### src/rtl/sonic_vc_timing_adapter_rl_source.sv
// Ready-latency-0 to ready-latency-N Avalon-ST egress adapter with registered outputs and beat statistics.
// Optional upstream stall counter is built only when SONIC_VC_TA_STALL_CNT_EN is defined.
module sonic_vc_timing_adapter_rl_source #(
  parameter int DATA_WIDTH    = 133,
  parameter int READY_LATENCY = 2,
  parameter int CNT_WIDTH     = 32
) (
  input  logic                  clk,
  input  logic                  reset_n,
  input  logic                  in_valid,
  input  logic [DATA_WIDTH-1:0] in_data,
  output logic                  in_ready,
  input  logic                  out_ready,
  output logic                  out_valid,
  output logic [DATA_WIDTH-1:0] out_data,
  input  logic                  clear_stats,
  output logic [CNT_WIDTH-1:0]  beat_count,
  output logic [CNT_WIDTH-1:0]  stall_count
);

  localparam logic [CNT_WIDTH-1:0] CNT_ONE = CNT_WIDTH'(1);

  logic grant;
  logic take;

  if (READY_LATENCY < 1 || READY_LATENCY > 4) begin : g_bad_latency
    $error("sonic_vc_timing_adapter_rl_source: READY_LATENCY must be in 1..4");
  end

  // The grant seen now is the sink's ready from READY_LATENCY-1 cycles ago;
  // one more cycle is spent in the output register, giving the full latency.
  if (READY_LATENCY == 1) begin : g_rl1
    assign grant = out_ready;
  end else begin : g_rl_pipe
    logic [READY_LATENCY-2:0] rdy_pipe;

    always_ff @(posedge clk or negedge reset_n) begin
      if (!reset_n) begin
        rdy_pipe <= '0;
      end else begin
        rdy_pipe[0] <= out_ready;
        for (int k = 1; k < READY_LATENCY - 1; k++) begin
          rdy_pipe[k] <= rdy_pipe[k-1];
        end
      end
    end

    assign grant = rdy_pipe[READY_LATENCY-2];
  end

  assign in_ready = grant;
  assign take     = in_valid & grant;

  always_ff @(posedge clk or negedge reset_n) begin
    if (!reset_n) begin
      out_valid <= 1'b0;
      out_data  <= '0;
    end else begin
      out_valid <= take;
      if (take) begin
        out_data <= in_data;
      end
    end
  end

  always_ff @(posedge clk or negedge reset_n) begin
    if (!reset_n) begin
      beat_count <= '0;
    end else if (clear_stats) begin
      beat_count <= '0;
    end else if (out_valid) begin
      beat_count <= beat_count + CNT_ONE;
    end
  end

`ifdef SONIC_VC_TA_STALL_CNT_EN
  always_ff @(posedge clk or negedge reset_n) begin
    if (!reset_n) begin
      stall_count <= '0;
    end else if (clear_stats) begin
      stall_count <= '0;
    end else if (in_valid && !grant) begin
      stall_count <= stall_count + CNT_ONE;
    end
  end
`else
  assign stall_count = '0;
`endif

endmodule

### config.mk
export PLATFORM = sky130hd
export DESIGN_NAME = sonic_vc_timing_adapter_rl_source
export DESIGN_NICKNAME = d
export VERILOG_FILES = /design/src/rtl/sonic_vc_timing_adapter_rl_source.sv
export SDC_FILE = /design/constraint.sdc
export NUM_CORES = 1
export LEC_CHECK = 0
export BUFFER_PORTS_ARGS = -buffer_cell sky130_fd_sc_hd__clkbuf_2
export CORE_AREA = 2 2 131 133
export DETAILED_ROUTE_END_ITERATION = 8
export DIE_AREA = 0 0 133 135
export HOLD_SLACK_MARGIN = 0.03
export MAX_ROUTING_LAYER = met4
export PLACE_DENSITY_LB_ADDON = 0.15
export SYNTH_ARGS = -nofsm -noshare
export SYNTH_HDL_FRONTEND = slang
export SYNTH_SLANG_ARGS = --single-unit
### constraint.sdc
create_clock -name clk -period 3.5 [get_ports clk]
set_input_delay 0.175 -clock clk [delete_from_list [all_inputs] [get_ports clk]]
set_output_delay 0.175 -clock clk [all_outputs]
set_load 0.05 [all_outputs]
==> flow_metrics.env <==
export IMPL_antenna_found_initial=0
export IMPL_ant_nets=0
export IMPL_clock_skew_ns=0.00691
export IMPL_max_freq_mhz=410
export IMPL_cpMostUsedCell="or4_1"
export IMPL_synth_mux_area_frac=0.220
export IMPL_drc_errors=0
export IMPL_synth_xor_area_share=0.0115
export IMPL_worst_pin_slew_ns=0.865
export IMPL_syn_avg_cell_area_um2=13.9
export IMPL_die_h_um=135
export IMPL_maxSlewViolCount=0
export IMPL_maxSlewHeadroom=0.424
export IMPL_cp_max_fo=21
export IMPL_drv_cap=0
export IMPL_stdcell_count=1160
export IMPL_fp_dieW_um=133
export IMPL_reg2reg_depth=5
export IMPL_startpoint_type="flip-flop"
export IMPL_hold_viol=0
export IMPL_clock_latency_ns=0.42
export IMPL_crit_required_ns=3.84
export IMPL_hold_depth=3
export IMPL_crit_arrival_ns=2.78
export IMPL_wl_um=18600
export IMPL_wl_per_cell_um=16.0
export IMPL_holdPathEnd="beat_count[6]"
export IMPL_postLayoutCellArea_mm2=0.0104
export IMPL_cp_end_kind="flip-flop"
export IMPL_root_buffer="clkbuf_16"
export IMPL_rr_endpoint="beat_count[30]"
export IMPL_first_global_vias=6075
export IMPL_synth_area_mm2=0.00685
export IMPL_overflow=0
export IMPL_yosys_cell_types_count=31
export IMPL_firstDrtPassIters=7
export IMPL_dpl_cell_area_mm2=0.00847
export IMPL_r2r_start="beat_count[0]"
export IMPL_synth_fa_ha_area_frac=0.00183
export IMPL_cts_max_level=4
export IMPL_layout_drive_gt1_share=0.507
export IMPL_power_total_uw=5870
export IMPL_design_core_area_mm2=0.0164
export IMPL_hp_start="clear_stats"
export IMPL_port_buffers=304
export IMPL_path_buf_inv=1
export IMPL_viasPerCell=4.82
export IMPL_cts_tree="built"
export IMPL_p_leak_uw=0.00494
export IMPL_slowest_stage="or4_1"
export IMPL_status="finished clean"
export IMPL_synthToLayoutAreaGrowth_pct=52.1
export IMPL_crit_family="simple AND/OR/NAND/NOR gates"
export IMPL_dpl_cell_count=992
export IMPL_power_density_mw_per_mm2=563
export IMPL_start_util=0.417
export IMPL_dieArea_mm2=0.0180
export IMPL_crit_path_max_incr_delay_ns=0.81
export IMPL_grt_max_degree=93
export IMPL_critical_path_class="reg2reg"
export IMPL_syn_instance_count=492
export IMPL_cts_buffers=17
export IMPL_vias=5594
export IMPL_layout_nets=1065
export IMPL_post_cts_repair_setup_buffers=0
export IMPL_synth_compound_area_frac=0.0422
export IMPL_cp_num_cells=5
export IMPL_gp_congestion=0.807
export IMPL_grt_usage=0.219
export IMPL_num_rows=47
export IMPL_peakVddDrop_mv=0.318
export IMPL_cts_buffer_depth=2
export IMPL_critical_path_cell_chain="ha_1, inv_1, or4_1, or4_1, a21oi_1"
export IMPL_yosys_area_share_simple=0.0594
export IMPL_clk_pin_slew_ns=0.07
export IMPL_pin_count=337
export IMPL_rsz0062_at_grt="false"
export IMPL_hold_path_class="in2reg"
export IMPL_setup_tns_final_ns=0
export IMPL_grt_pass1_wl_um=30100
export IMPL_final_util=0.635
export IMPL_clock_sinks=167
export IMPL_hpwl_um=12500
export IMPL_drt_first_iter_violations=200
export IMPL_rrSetupSlack_ns=1.06
export IMPL_timing_final_crit_share=0.696
export IMPL_synth_top_family_by_area="multiplexers"
export IMPL_yosysSeqAreaShare=0.610
export IMPL_setup_violations=0
export IMPL_ys_ff_latch=167
export IMPL_fin_crit_ns=2.44
export IMPL_yosysWarnings=0
-- synth_stat cells --
| library cell | n | area share |
|---|---|---|
| and2_1 | 3 | 0.0027 |
| dfrtp_1 | 167 | 0.61 |
| a21oi_1 | 21 | 0.015 |
| o2111ai_2 | 1 | 0.0022 |
| buf_1 | 1 | 0.00055 |
| o21a_1 | 1 | 0.0011 |
| conb_1 | 1 | 0.00055 |
| or4_4 | 1 | 0.0016 |
| or3_1 | 7 | 0.0064 |
| nand4_1 | 8 | 0.0073 |
| buf_2 | 3 | 0.0022 |
| buf_4 | 32 | 0.035 |
| mux2i_1 | 1 | 0.0015 |
| ha_1 | 1 | 0.0018 |
| inv_1 | 5 | 0.0027 |
| o2111a_1 | 1 | 0.0016 |
| xnor2_1 | 4 | 0.0051 |
| and4_1 | 4 | 0.0051 |
| nor3_1 | 3 | 0.0022 |
| o31ai_1 | 14 | 0.015 |
| nand2_1 | 11 | 0.0060 |
| or4_1 | 15 | 0.016 |
| o21ba_2 | 1 | 0.0015 |
| nor2_1 | 10 | 0.0055 |
| mux2_2 | 133 | 0.22 |
| nand3_1 | 7 | 0.0051 |
| xor2_1 | 5 | 0.0064 |
| and3_1 | 1 | 0.00091 |
| buf_6 | 1 | 0.0016 |
| o21ai_0 | 7 | 0.0051 |
| clkbuf_1 | 22 | 0.012 |
-- timing repair --
item | 4_1_cts | 5_1_grt
gates resized for setup | 0 | 0
endpoints found under the hold margin | 225 | 0
hold buffers | 135 | 0
-- where the power goes --
group	switching, uW	total (uW)	internal, uW
logic	1210	1710	495
clock network	790	1870	1080
registers	128	2290	2160
-- how the worst max path moves through the flow --
stage	from	to	slack (ns)
finish	beat_count[0]	beat_count[30]	1.06
global route	beat_count[0]	beat_count[28]	0.88
CTS	beat_count[0]	beat_count[30]	1.05
detailed placement	beat_count[0]	beat_count[30]	1.09
global placement	beat_count[0]	beat_count[24]	1.19
floorplan	out_valid	beat_count[29]	1.06
-- through the flow --
step / setup WS [ns] / hold WS, ns
finish: 1.06 / 0.272
global route: 0.883 / 0.290
CTS: 1.05 / 0.252
detailed placement: 1.09 / 0.285
global placement: 1.19 / 0.283
floorplan: 1.06 / -0.121
-- placed cells by master (no fill, tap or decap), types with 2 or more instances in the layout --
master,instances
o21ai_0,7
conb_1,32
dfrtp_1,167
clkinvlp_4,3
clkinv_2,2
nand4_1,8
nand3_1,7
nand2_1,11
clkinv_4,3
xor2_1,5
or4_1,15
or3_1,7
nor2_1,10
xnor2_1,4
a21oi_1,21
o31ai_1,14
buf_12,2
mux2_2,133
nor3_1,3
and4_1,4
buf_4,2
clkbuf_2,303
inv_6,3
dlygate4sd3_1,135
clkbuf_16,17
and2_1,2
bufinv_16,2
inv_1,5
-- kinds of logic after synthesis --
group,count (synthesis)
AOI/OAI and AO/OA,46
xor gates and xnor gates,9
adders and majority gates,1
buffers and inverters,64
DFF,167
muxes,134
other,1
and+or+nand+nor,70
-- worst min-delay path, cell delays in order --
cell	delay [ns]
clkbuf_2	0.11
buf_4	0.24
nor2_1	0.13
-- registers in the layout (all words and copies together) (netlist names) --
| register | flops |
|---|---|
| beat_count | 32 |
| out_valid | 1 |
| in_ready | 1 |
| out_data | 133 |
-- per-layer routing --
layer  routed length (um)  global-route usage
met4                  618              0.0986
met1                 7110               0.241
met2                 9890               0.384
met5                    0                   -
met3                 1000              0.0473
-- cell type report --
| cell class | count | area (um2) |
|---|---|---|
| fillers | 1255 | 5990 |
| flip-flops and latches | 167 | 4180 |
| repair buffers | 443 | 2930 |
| multi-input cells | 292 | 2420 |
| clock buffers | 19 | 443 |
| well taps | 220 | 275 |
| clock inverters | 13 | 145 |
| inverters | 5 | 18.8 |
| diodes | 1 | 2.50 |
Power figures use the tool's default switching activity.
